### config.mk
export PLATFORM = sky130hd
export DESIGN_NAME = ksa_pipe_adder
export DESIGN_NICKNAME = d
export VERILOG_FILES = /design/src/rtl/ksa_pipe_adder.sv
export SDC_FILE = /design/constraint.sdc
export NUM_CORES = 1
export LEC_CHECK = 0
export BUFFER_PORTS_ARGS = -buffer_cell sky130_fd_sc_hd__buf_4
export CORE_MARGIN = 4
export CORE_UTILIZATION = 30
export DETAILED_ROUTE_END_ITERATION = 6
export GPL_TIMING_DRIVEN = 0
export PLACE_DENSITY = 0.51
export SETUP_SLACK_MARGIN = 0.1
export SLEW_MARGIN = 10
export SYNTH_ARGS = -nofsm -noshare
export SYNTH_HDL_FRONTEND = slang
export SYNTH_SLANG_ARGS = --single-unit
### constraint.sdc
create_clock -name wb_clk_i -period 9.45 [get_ports wb_clk_i]
set_input_delay 0.4725 -clock wb_clk_i [delete_from_list [all_inputs] [get_ports wb_clk_i]]
set_output_delay 0.4725 -clock wb_clk_i [all_outputs]
set_load 0.01 [all_outputs]
### src/rtl/ksa_pipe_adder.sv
// ksa_pipe_adder: pipelined Kogge-Stone add/sub, valid/ready, optional KSA_PIPE_OVF_EN overflow and USE_POWER_PINS pins
module ksa_pipe_adder #(
  parameter int WIDTH = 32,
  parameter int LPS = 2
) (
`ifdef USE_POWER_PINS
  inout wire vdd,
  inout wire vss,
`endif
  input logic wb_clk_i,
  input logic wb_rst_i,
  input logic in_valid,
  output logic in_ready,
  input logic [WIDTH-1:0] a_i,
  input logic [WIDTH-1:0] b_i,
  input logic cin_i,
  input logic sub_i,
  output logic out_valid,
  input logic out_ready,
  output logic [WIDTH-1:0] sum_o,
  output logic cout_o,
  output logic ovf_o
);
  localparam int L = $clog2(WIDTH);
  localparam int NSTG = (L + LPS - 1) / LPS;
  logic [WIDTH-1:0] sg [0:NSTG];
  logic [WIDTH-1:0] sx [0:NSTG];
  logic [WIDTH-1:0] sp [0:NSTG-1];
  logic sc [0:NSTG];
  logic sv [0:NSTG];
  logic [WIDTH-1:0] cg [1:NSTG][0:LPS];
  logic [WIDTH-1:0] cp [1:NSTG][0:LPS];
  logic [WIDTH-1:0] bb, g0, p0;
  logic c0;
  assign in_ready = !out_valid || out_ready;
  assign bb = sub_i ? ~b_i : b_i;
  assign c0 = sub_i | cin_i;
  assign p0 = a_i ^ bb;
  assign g0 = (a_i & bb) | {{(WIDTH-1){1'b0}}, p0[0] & c0};
  // stage 0: operand conditioning, carry-in merged into bit 0 generate
  always_ff @(posedge wb_clk_i) begin
    if (wb_rst_i) begin
      sv[0] <= 1'b0;
      sg[0] <= '0;
      sp[0] <= '0;
      sx[0] <= '0;
      sc[0] <= 1'b0;
    end else if (in_ready) begin
      sv[0] <= in_valid;
      sg[0] <= g0;
      sp[0] <= p0;
      sx[0] <= p0;
      sc[0] <= c0;
    end
  end
  genvar s, j;
  generate
    for (s = 1; s <= NSTG; s++) begin : g_stg
      assign cg[s][0] = sg[s-1];
      assign cp[s][0] = sp[s-1];
      for (j = 1; j <= LPS; j++) begin : g_lvl
        if ((s - 1) * LPS + j - 1 < L) begin : g_pre
          localparam int D = 1 << ((s - 1) * LPS + j - 1);
          assign cg[s][j] = cg[s][j-1] | (cp[s][j-1] & (cg[s][j-1] << D));
          assign cp[s][j] = cp[s][j-1] & ((cp[s][j-1] << D) | ~({WIDTH{1'b1}} << D));
        end else begin : g_pass
          assign cg[s][j] = cg[s][j-1];
          assign cp[s][j] = cp[s][j-1];
        end
      end
      // stage register after this group of prefix levels; whole pipe stalls together
      always_ff @(posedge wb_clk_i) begin
        if (wb_rst_i) begin
          sv[s] <= 1'b0;
          sg[s] <= '0;
          sx[s] <= '0;
          sc[s] <= 1'b0;
        end else if (in_ready) begin
          sv[s] <= sv[s-1];
          sg[s] <= cg[s][LPS];
          sx[s] <= sx[s-1];
          sc[s] <= sc[s-1];
        end
      end
      if (s < NSTG) begin : g_p
        // group propagate only needed while prefix levels remain
        always_ff @(posedge wb_clk_i) begin
          if (wb_rst_i) sp[s] <= '0;
          else if (in_ready) sp[s] <= cp[s][LPS];
        end
      end
    end
  endgenerate
  assign out_valid = sv[NSTG];
  assign sum_o = sx[NSTG] ^ {sg[NSTG][WIDTH-2:0], sc[NSTG]};
  assign cout_o = sg[NSTG][WIDTH-1];
`ifdef KSA_PIPE_OVF_EN
  assign ovf_o = sg[NSTG][WIDTH-1] ^ sg[NSTG][WIDTH-2];
`else
  assign ovf_o = 1'b0;
`endif
endmodule
==> results of run 1 <==
[where the power goes]
| group | switching [mW] | internal [mW] |
|---|---|---|
| clock network | 0.500 | 0.686 |
| registers | 0.0550 | 1.58 |
| logic | 0.115 | 0.0999 |
| total | 0.670 | 2.37 |
[final cells by class]
type,count,area share (%)
Buffer,58,2.51
Clock buffer,41,5.06
Clock inverter,14,0.981
Inverter,6,0.156
Multi-Input combinational cell,584,23.5
Sequential cell,308,57.6
Tap cell,592,4.61
Timing Repair Buffer,108,5.62
[per-layer routing]
layer  global-route usage (%)  vias to the layer above  wire length (um)
li1                         -                     3887                 -
met1                     18.8                     3881             14500
met2                     23.6                      240             16600
met3                     1.78                       56              1590
met4                     4.12                        0               909
met5                        0                        -                 0
[cells in the final DEF (no fill, tap or decap), types with 2 or more instances in the layout]
cell / n
buf_6: 15
ha_1: 32
clkinv_2: 4
o21ai_0: 5
a31oi_1: 3
and4_1: 4
a22o_1: 2
bufinv_16: 3
o2bb2ai_1: 4
nor2_1: 50
clkbuf_16: 31
nand2_1: 36
xor2_1: 64
and3_1: 197
buf_2: 13
clkbuf_1: 25
a21oi_1: 76
nor3_2: 12
nand3_1: 32
a21o_1: 24
buf_16: 4
o21a_1: 17
and2_1: 5
inv_1: 4
buf_4: 118
nor3_1: 16
clkinv_1: 4
edfxtp_1: 308
[kinds of logic after synthesis]
logic type               synth area share, %
AND/OR/NAND/NOR                         15.0
flip-flops                              68.8
AO/OA/AOI/OAI                           5.84
XOR/XNOR                                4.17
buffers and inverters                   3.18
adder cells (fa/ha/maj)                 2.98
other                                 0.0279
[critical path, stage by stage (launching register included)]
cell and delay, ns:
edfxtp_1 0.34, nor2b_4 0.33, inv_4 0.12, buf_6 0.19
buf_4 0.20, buf_4 0.16
[flip-flops by register name, indices dropped and copies added, names as in the netlist]
name	flops
sg	128
sx	94
sp	78
sc	4
sv	4
[path summary, 6_finish.rpt]
kind,from,to,slack (ns),depth (start not counted)
setup reg to reg,sv[1][1]$_DFFE_PP_,sx[0][50]$_SDFFCE_PP0P_,7.59,4
hold reg to reg,sx[1][18]$_SDFFCE_PP0P_,sx[1][50]$_SDFFCE_PP0P_,0.54,1
hold / removal,cin_i,sc[0][0]$_DFFE_PP_,0.22,3
setup / recovery,sv[1][1]$_DFFE_PP_,in_ready,7.06,5
[stage by stage]
step / setup WS [ns] / setup TNS (ns) / utilization, % / cell area (um^2)
floorplan: 1.23 / 0 / - / 13400
global placement: -2.17 / -660.26 / 33.8 / 15000
detailed placement: 6.74 / 0 / 34.1 / 15100
CTS: 7.00 / 0 / 36.3 / 16100
global route: 6.99 / 0 / 36.3 / 16100
finish: 7.06 / 0 / 36.3 / 16100
==> results.py, run 1 <==
metrics = {
    "status": {
        "outcome": "finished clean",
    },
    "cells_and_area": {
        "n_fill_cell": 4240,
        "fin_nets": 1199,
        "multiInputGateArea_um2": 3770,
        "area_growth_pct": 19.5,
        "layout.cells.non_filler": 1711,
        "seq_area_um2": 9250,
        "drive_gt1_share_pct": 18.6,
        "diodes": 0,
    },
    "timing": {
        "timing.hold.ws_ns": 0.222,
        "max_freq_mhz": 419,
        "setup_viol": 0,
        "final-max-slew-violation-count": 0,
        "hold_viol": 0,
        "worstMarginPinSlew_ns": 0.581,
        "rsz0062_at_grt": "no",
        "slew-limit-headroom_pct": 61.3,
        "min_period_over_period_pct": 25.3,
        "finalClockSkew_ns": 0.0215,
        "fin_crit_ns": 2.39,
    },
    "synthesis": {
        "syn_area_um2": 13400,
        "synthesis.nets": 1058,
        "synth_area_per_cell_um2": 14.1,
        "synth_top_cell_area_share_pct": 68.8,
        "synthArstFlopShare_pct": 0,
        "yosysSeqAreaShare_pct": 68.8,
        "synth_most_common_cell": "edfxtp_1",
        "synthCells": 956,
        "synth_cell_type_count": 29,
        "synthTopCellsByArea": "edfxtp_1, and3_1, xor2_1, ha_1, a21oi_1",
        "synth-edff-count": 308,
        "synth_commonest_cells": "edfxtp_1, and3_1, a21oi_1, xor2_1, nor2_1",
        "synth_area_leader_cell": "edfxtp_1",
        "ys_warn_count": 0,
        "synth_flop_cell": "edfxtp_1",
        "synth-seq-cells": 308,
    },
    "placement": {
        "gp_congestion": 0.905,
        "portBuffers": 103,
        "dp_hpwl_mm": 25.4,
        "dp_cells": 1656,
    },
    "critical_path": {
        "worstSetupPathType": "reg2out",
        "worstPathRequired_ns": 8.98,
        "cp_max_fo": 10,
        "cp_data_arrival_time_ns": 1.92,
        "cp-start-kind": "flop",
        "end_kind": "primary output",
    },
    "clock_network": {
        "clock_path_buffers": 3,
        "cts.clk_slew.worst_paths_ns": 0.06,
        "cts_inserted_buffers": 31,
        "cts.sinks": 308,
        "root_buffer": "clkbuf_16",
        "htree_levels": 1,
        "cts_resized": 0,
        "clock_latency_ns": 0.57,
        "cts_setup_buffers": 0,
        "cts_tree": "done",
        "cts_hold_buf": 0,
    },
    "global_routing": {
        "grt_start_max_net_pins": 69,
        "grt_use_total_pct": 13.9,
        "antenna_found_initial": 0,
        "grt-ovfl-total": 0,
        "grt_pass1_vias": 8346,
        "grt_pass1_wl_mm": 51.4,
    },
    "floorplan": {
        "die_h_um": 220,
        "die_width_um": 220,
        "ios": 106,
        "dieArea_um2": 48300,
        "num_rows": 77,
        "core_area_um2": 44200,
        "start_util_pct": 30.4,
    },
    "drt": {
        "first_pass_iters": 5,
        "antenna_left": 0,
        "routed_wl_mm": 33.6,
        "dr.first_iter.drc_count": 664,
        "wl_per_cell_um": 19.6,
        "vias": 8064,
        "viasPerCell": 4.71,
        "drc": 0,
    },
    "power_and_ir_drop": {
        "finalPower_mw": 3.04,
        "ir_drop_mv": 0.159,
        "power_leakage_nw": 7.31,
        "cellPowerDensity_nw_per_um2": 189,
    },
    "hold_path": {
        "hold_class": "in2reg",
    },
    "job": {
        "drv_cap": 0,
    },
}
(Power assumes the default switching activity.)
==> inputs of run 2 (changes only) <==
- clock period: 9.45 -> 2.3 ns (I/O delays scaled with it)
==> run 2 against run 1 <==
  * Via count is 0.69% higher
  * Sequential share of layout area is 1.2 points lower
  * Routed wire length is 1.4% higher
  * Hold slack worse by 0.20 ns
  * Critical path type unchanged
  * Critical endpoint unchanged
==> results.py, run 2 (same netlist as run 1, synthesis figures left out) <==
metrics = {
    "critical_path": {
        "cp_max_fo": 10,
        "worst-r2r-setup-slack_ns": 0.41,
        "r2r_start": "sv[1][1]$_DFFE_PP_",
        "rr_worst_depth": 3,
        "worstSetupPathType": "reg2out",
        "setup.worst_path.start": "sv[1][1]$_DFFE_PP_",
        "cp-start-kind": "flop",
        "r2r_end": "sx[1][3]$_SDFFCE_PP0P_",
        "cp_data_arrival_time_ns": 2.02,
        "worstPathRequired_ns": 2.18,
        "end_kind": "primary output",
    },
    "job": {
        "drv_cap": 0,
    },
    "cells_and_area": {
        "fin_nets": 1231,
        "top_register": "sg",
        "area_growth_pct": 22.1,
        "finish.utilization_pct": 37.1,
        "reg_top3": "sg x128, sx x94, sp x78",
        "final_cell_mix": "edfxtp_1, and3_1, buf_4",
        "diodes": 0,
        "final_common_cell": "edfxtp_1",
        "drive_gt1_share_pct": 18.4,
        "largest_reg_flops": 128,
        "layout.cells.non_filler": 1746,
        "design_area_um2": 16400,
    },
    "floorplan": {
        "die_width_um": 220,
        "ios": 106,
        "core_area_um2": 44200,
        "dieArea_um2": 48300,
        "die_h_um": 220,
        "start_util_pct": 30.4,
        "num_rows": 77,
    },
    "power_and_ir_drop": {
        "finalPower_mw": 12.8,
        "clkPwrFrac_pct": 40.2,
        "seq_power_share_pct": 52.6,
        "p_int_mw": 9.97,
        "cellPowerDensity_nw_per_um2": 779,
        "ir_drop_mv": 0.476,
        "p_switching_mw": 2.81,
        "power_leakage_nw": 7.46,
        "power_switching_share_pct": 22.0,
        "combPwrFrac_pct": 7.2,
    },
    "timing": {
        "rsz0062_at_grt": "yes",
        "max_freq_mhz": 467,
        "setup_viol": 0,
        "slew-limit-headroom_pct": 58.3,
        "final-max-slew-violation-count": 0,
        "worstMarginPinSlew_ns": 0.625,
        "finalClockSkew_ns": 0.0240,
        "hold_viol": 0,
        "min_period_over_period_pct": 93.0,
        "fin_crit_ns": 2.14,
    },
    "global_routing": {
        "grt_pass1_vias": 8330,
        "grt_pass1_wl_mm": 51.4,
        "grt-ovfl-total": 0,
        "grt_start_max_net_pins": 115,
        "grt_use_total_pct": 14.0,
        "antenna_found_initial": 0,
    },
    "hold_path": {
        "hold_class": "in2reg",
        "min_to": "sp[0][31]$_SDFFCE_PP0P_",
        "min_from": "a_i[31]",
        "hold_depth": 3,
    },
    "drt": {
        "first_pass_iters": 5,
        "vias": 8120,
        "drc": 0,
        "dr.first_iter.drc_count": 610,
        "viasPerCell": 4.65,
        "wl_per_cell_um": 19.5,
        "routed_wl_mm": 34.1,
        "antenna_left": 0,
    },
    "placement": {
        "placed_area_um2": 15000,
        "portBuffers": 103,
        "dp_cells": 1653,
        "gp_congestion": 0.913,
        "dp_hpwl_mm": 25.1,
    },
    "clock_network": {
        "clock_latency_ns": 0.58,
        "clock_path_buffers": 3,
        "cts_tree": "done",
        "cts.sinks": 308,
        "htree_levels": 1,
        "root_buffer": "clkbuf_16",
        "cts_resized": 0,
        "cts_inserted_buffers": 31,
        "cts.clk_slew.worst_paths_ns": 0.06,
    },
    "status": {
        "outcome": "finished clean",
    },
}
-- run 2: changes by cell type in the layout (fill, tap and decap cells not counted), sizes merged --
cell / previous run / this run
buf: 151 / 148
inv: 7 / 8
nand2: 37 / 38
dlygate4sd3: 0 / 34
bufinv: 3 / 5
clkbuf: 56 / 53
clkinv: 9 / 12
-- run 2: timing repair --
item / CTS / global route
endpoints found under the setup margin: 0 / 101
buffers inserted: 0 / 0
endpoints found under the hold margin: 56 / 0
hold buffers: 34 / 0
-- run 2: how the worst max path moves through the flow --
stage / to / slack (ns) / cells past startpoint
2_1_floorplan: sc[0][0]$_DFFE_PP_ / 0.07 / 2
5_1_grt: in_ready / 0.09 / 5
4_1_cts: sg[0][49]$_SDFFCE_PP0P_ / 0.16 / 3
3_3_place_gp: sp[0][3]$_SDFFCE_PP0P_ / -0.88 / 5
3_5_place_dp: sp[0][3]$_SDFFCE_PP0P_ / -0.15 / 6
6_report: in_ready / 0.16 / 5
-- run 2: power groups by stage --
stage	clock network [mW]	logic (mW)	registers, mW
finish	5.14	0.923	6.72
global route	5.46	1.04	6.75
CTS	5.24	0.950	6.72
detailed placement	0	0.898	6.84
global placement	0	0.895	6.84
floorplan	0	0.501	6.73
-- run 2: metal layers --
layer	wire length, um	track usage, %	vias to the layer above
li1	-	-	3950
met1	15100	18.8	3918
met2	16800	24.0	189
met3	1390	1.72	63
met4	754	3.52	0
met5	0	0	-
-- run 2: final cells by class --
cell class	count	area [um^2]
fill	4204	27800
buffer	58	404
tap	592	741
clock buffer	38	802
inverter	6	25.0
timing repair buffer	139	1170
multi-input combinational	585	3790
sequential	308	9250
clock inverter	20	229
-- run 2: metrics by stage --
step                hold slack (ns)  TNS, ns  setup slack (ns)
detailed placement            0.419   -26.50            -0.153
global placement              0.423  -264.78            -0.876
finish                       0.0238        0             0.161
global route                 0.0174        0            0.0852
CTS                          0.0138        0             0.156
floorplan                     0.311        0            0.0692
-- run 2: critical path, stage by stage (launching register included) --
cell and delay (ns):
edfxtp_1 0.34, nor2b_4 0.41, inv_4 0.13, buf_6 0.20, buf_4 0.20, buf_4 0.16
==> inputs of run 3 (changes only) <==
- SETUP_SLACK_MARGIN: 0.1 -> 0.3
==> run 3 against run 2 <==
  * Combinational power grew 0.7%
  * Clock power is essentially flat
  * Cell count grew 0.17%
  * Global-route usage grew 0.11 points
  * Non-clock buffer count grew 3
  * Sequential share of layout area shrank 0.22 points
  * Via count grew 0.92%
  * Critical path type unchanged
  * Critical endpoint unchanged
  * Largest power group unchanged
  * Highest routed layer unchanged
==> results.py, run 3 (same netlist as run 1, synthesis figures left out) <==
metrics = {
    "hold_path": {
        "min_from": "a_i[31]",
        "hold_class": "in2reg",
        "hold_depth": 3,
        "min_to": "sp[0][31]$_SDFFCE_PP0P_",
    },
    "drt": {
        "first_pass_iters": 5,
        "dr.first_iter.drc_count": 585,
        "antenna_left": 0,
        "drc": 0,
        "viasPerCell": 4.69,
        "wl_per_cell_um": 19.6,
        "vias": 8195,
        "routed_wl_mm": 34.2,
    },
    "cells_and_area": {
        "drive_gt1_share_pct": 18.6,
        "design_area_um2": 16500,
        "fin_nets": 1234,
        "largest_reg_flops": 128,
        "final_cell_mix": "edfxtp_1, and3_1, buf_4",
        "reg_top3": "sg x128, sx x94, sp x78",
        "layout.cells.non_filler": 1749,
        "n_fill_cell": 4197,
        "final_common_cell": "edfxtp_1",
        "area_growth_pct": 22.6,
        "diodes": 0,
        "top_register": "sg",
    },
    "critical_path": {
        "end_kind": "primary output",
        "r2r_start": "sv[1][1]$_DFFE_PP_",
        "cp_max_fo": 10,
        "worstSetupPathType": "reg2out",
        "worstPathRequired_ns": 2.18,
        "cp-start-kind": "flop",
        "rr_worst_depth": 4,
        "setup.worst_path.start": "sv[1][1]$_DFFE_PP_",
        "cp_data_arrival_time_ns": 1.84,
        "r2r_end": "sx[1][3]$_SDFFCE_PP0P_",
        "worst-r2r-setup-slack_ns": 0.41,
    },
    "global_routing": {
        "grt_pass1_vias": 8359,
        "antenna_found_initial": 0,
        "use_met3_pct": 1.77,
        "use_met2_pct": 24.3,
        "grt-ovfl-total": 0,
        "grt_pass1_wl_mm": 51.8,
        "grt_use_met1_pct": 18.9,
        "grt_start_max_net_pins": 115,
        "grt_use_total_pct": 14.1,
        "top_usage_layer": "met2",
    },
    "floorplan": {
        "num_rows": 77,
        "die_width_um": 220,
        "core_area_um2": 44200,
        "dieArea_um2": 48300,
        "ios": 106,
        "die_h_um": 220,
        "start_util_pct": 30.4,
    },
    "placement": {
        "gp_congestion": 0.913,
        "dp_cells": 1653,
        "portBuffers": 103,
        "place_ws_ns": -0.153,
        "placed_area_um2": 15000,
        "dp_hpwl_mm": 25.1,
    },
    "power_and_ir_drop": {
        "cellPowerDensity_nw_per_um2": 776,
        "finalPower_mw": 12.8,
        "ir_drop_mv": 0.478,
        "power_leakage_nw": 7.49,
    },
    "timing": {
        "slew-limit-headroom_pct": 57.8,
        "finalClockSkew_ns": 0.0221,
        "fin_ws_ns": 0.345,
        "final-max-slew-violation-count": 0,
        "fin_tns_setup_ns": 0,
        "min_period_over_period_pct": 85.0,
        "max_freq_mhz": 511,
        "worstMarginPinSlew_ns": 0.632,
        "fin_crit_ns": 1.96,
        "hold_viol": 0,
        "setup_viol": 0,
        "rsz0062_at_grt": "yes",
    },
    "clock_network": {
        "cts.sinks": 308,
        "cts_inserted_buffers": 31,
        "root_buffer": "clkbuf_16",
        "clock_latency_ns": 0.58,
        "cts_tree": "done",
        "clock_path_buffers": 3,
        "cts.clk_slew.worst_paths_ns": 0.06,
        "htree_levels": 1,
    },
    "status": {
        "outcome": "finished clean",
    },
    "job": {
        "drv_cap": 0,
    },
}
run 3: cell types whose count changed in the layout (fill, tap and decap cells not counted):
cell,delta
buf_12,+2
clkbuf_16,+1
run 3: area by class of cell:
type | count | area (um^2) | area share, %
clock inverters | 20 | 229 | 1.39
multi-input cells | 585 | 3790 | 23.0
well taps | 592 | 741 | 4.50
inverters | 6 | 25.0 | 0.152
plain buffers | 58 | 417 | 2.53
repair buffers | 142 | 1220 | 7.41
flip-flops and latches | 308 | 9250 | 56.1
clock buffers | 38 | 802 | 4.87
run 3: worst max-delay path by stage:
| stage | depth (start not counted) | slack [ns] | endpoint |
|---|---|---|---|
| detailed placement | 6 | -0.15 | sp[0][3]$_SDFFCE_PP0P_ |
| CTS | 6 | 0.30 | in_ready |
| global placement | 5 | -0.88 | sp[0][3]$_SDFFCE_PP0P_ |
| finish | 6 | 0.34 | in_ready |
| floorplan | 2 | 0.07 | sc[0][0]$_DFFE_PP_ |
| global route | 6 | 0.28 | in_ready |
run 3: per-stage QoR:
step | hold slack [ns] | utilization [%]
4_1_cts | 0.0138 | 37.2
3_5_place_dp | 0.419 | 34.0
3_3_place_gp | 0.423 | 33.9
2_1_floorplan | 0.311 | -
6_report | 0.0258 | 37.3
5_1_grt | 0.0158 | 37.3
run 3: what timing repair did:
item | CTS | global route
pin swaps | 1 | 0
setup buffers | 2 | 0
resized for setup | 2 | 1
cloned | 1 | 1
setup endpoints to repair | 216 | 47
hold endpoints to repair | 56 | 0
hold buffers | 34 | 0
run 3: layer usage:
metal,vias to the layer above,wire length [um]
met4,0,724
met5,-,0
met3,54,1630
met1,3953,15000
li1,3960,-
met2,228,16900
run 3: where the power goes:
group          leakage, nW  switching, mW  internal, mW
clock network        0.505           2.10          3.04
logic                 3.28          0.481         0.448
registers             3.71          0.225          6.49
total                 7.49           2.81          9.98
run 3: critical path, stage by stage (launching register included):
cell and delay (ns):
edfxtp_1 0.38, nor2b_4 0.14, buf_12 0.14, inv_4 0.11
buf_12 0.17, buf_6 0.17, buf_4 0.14
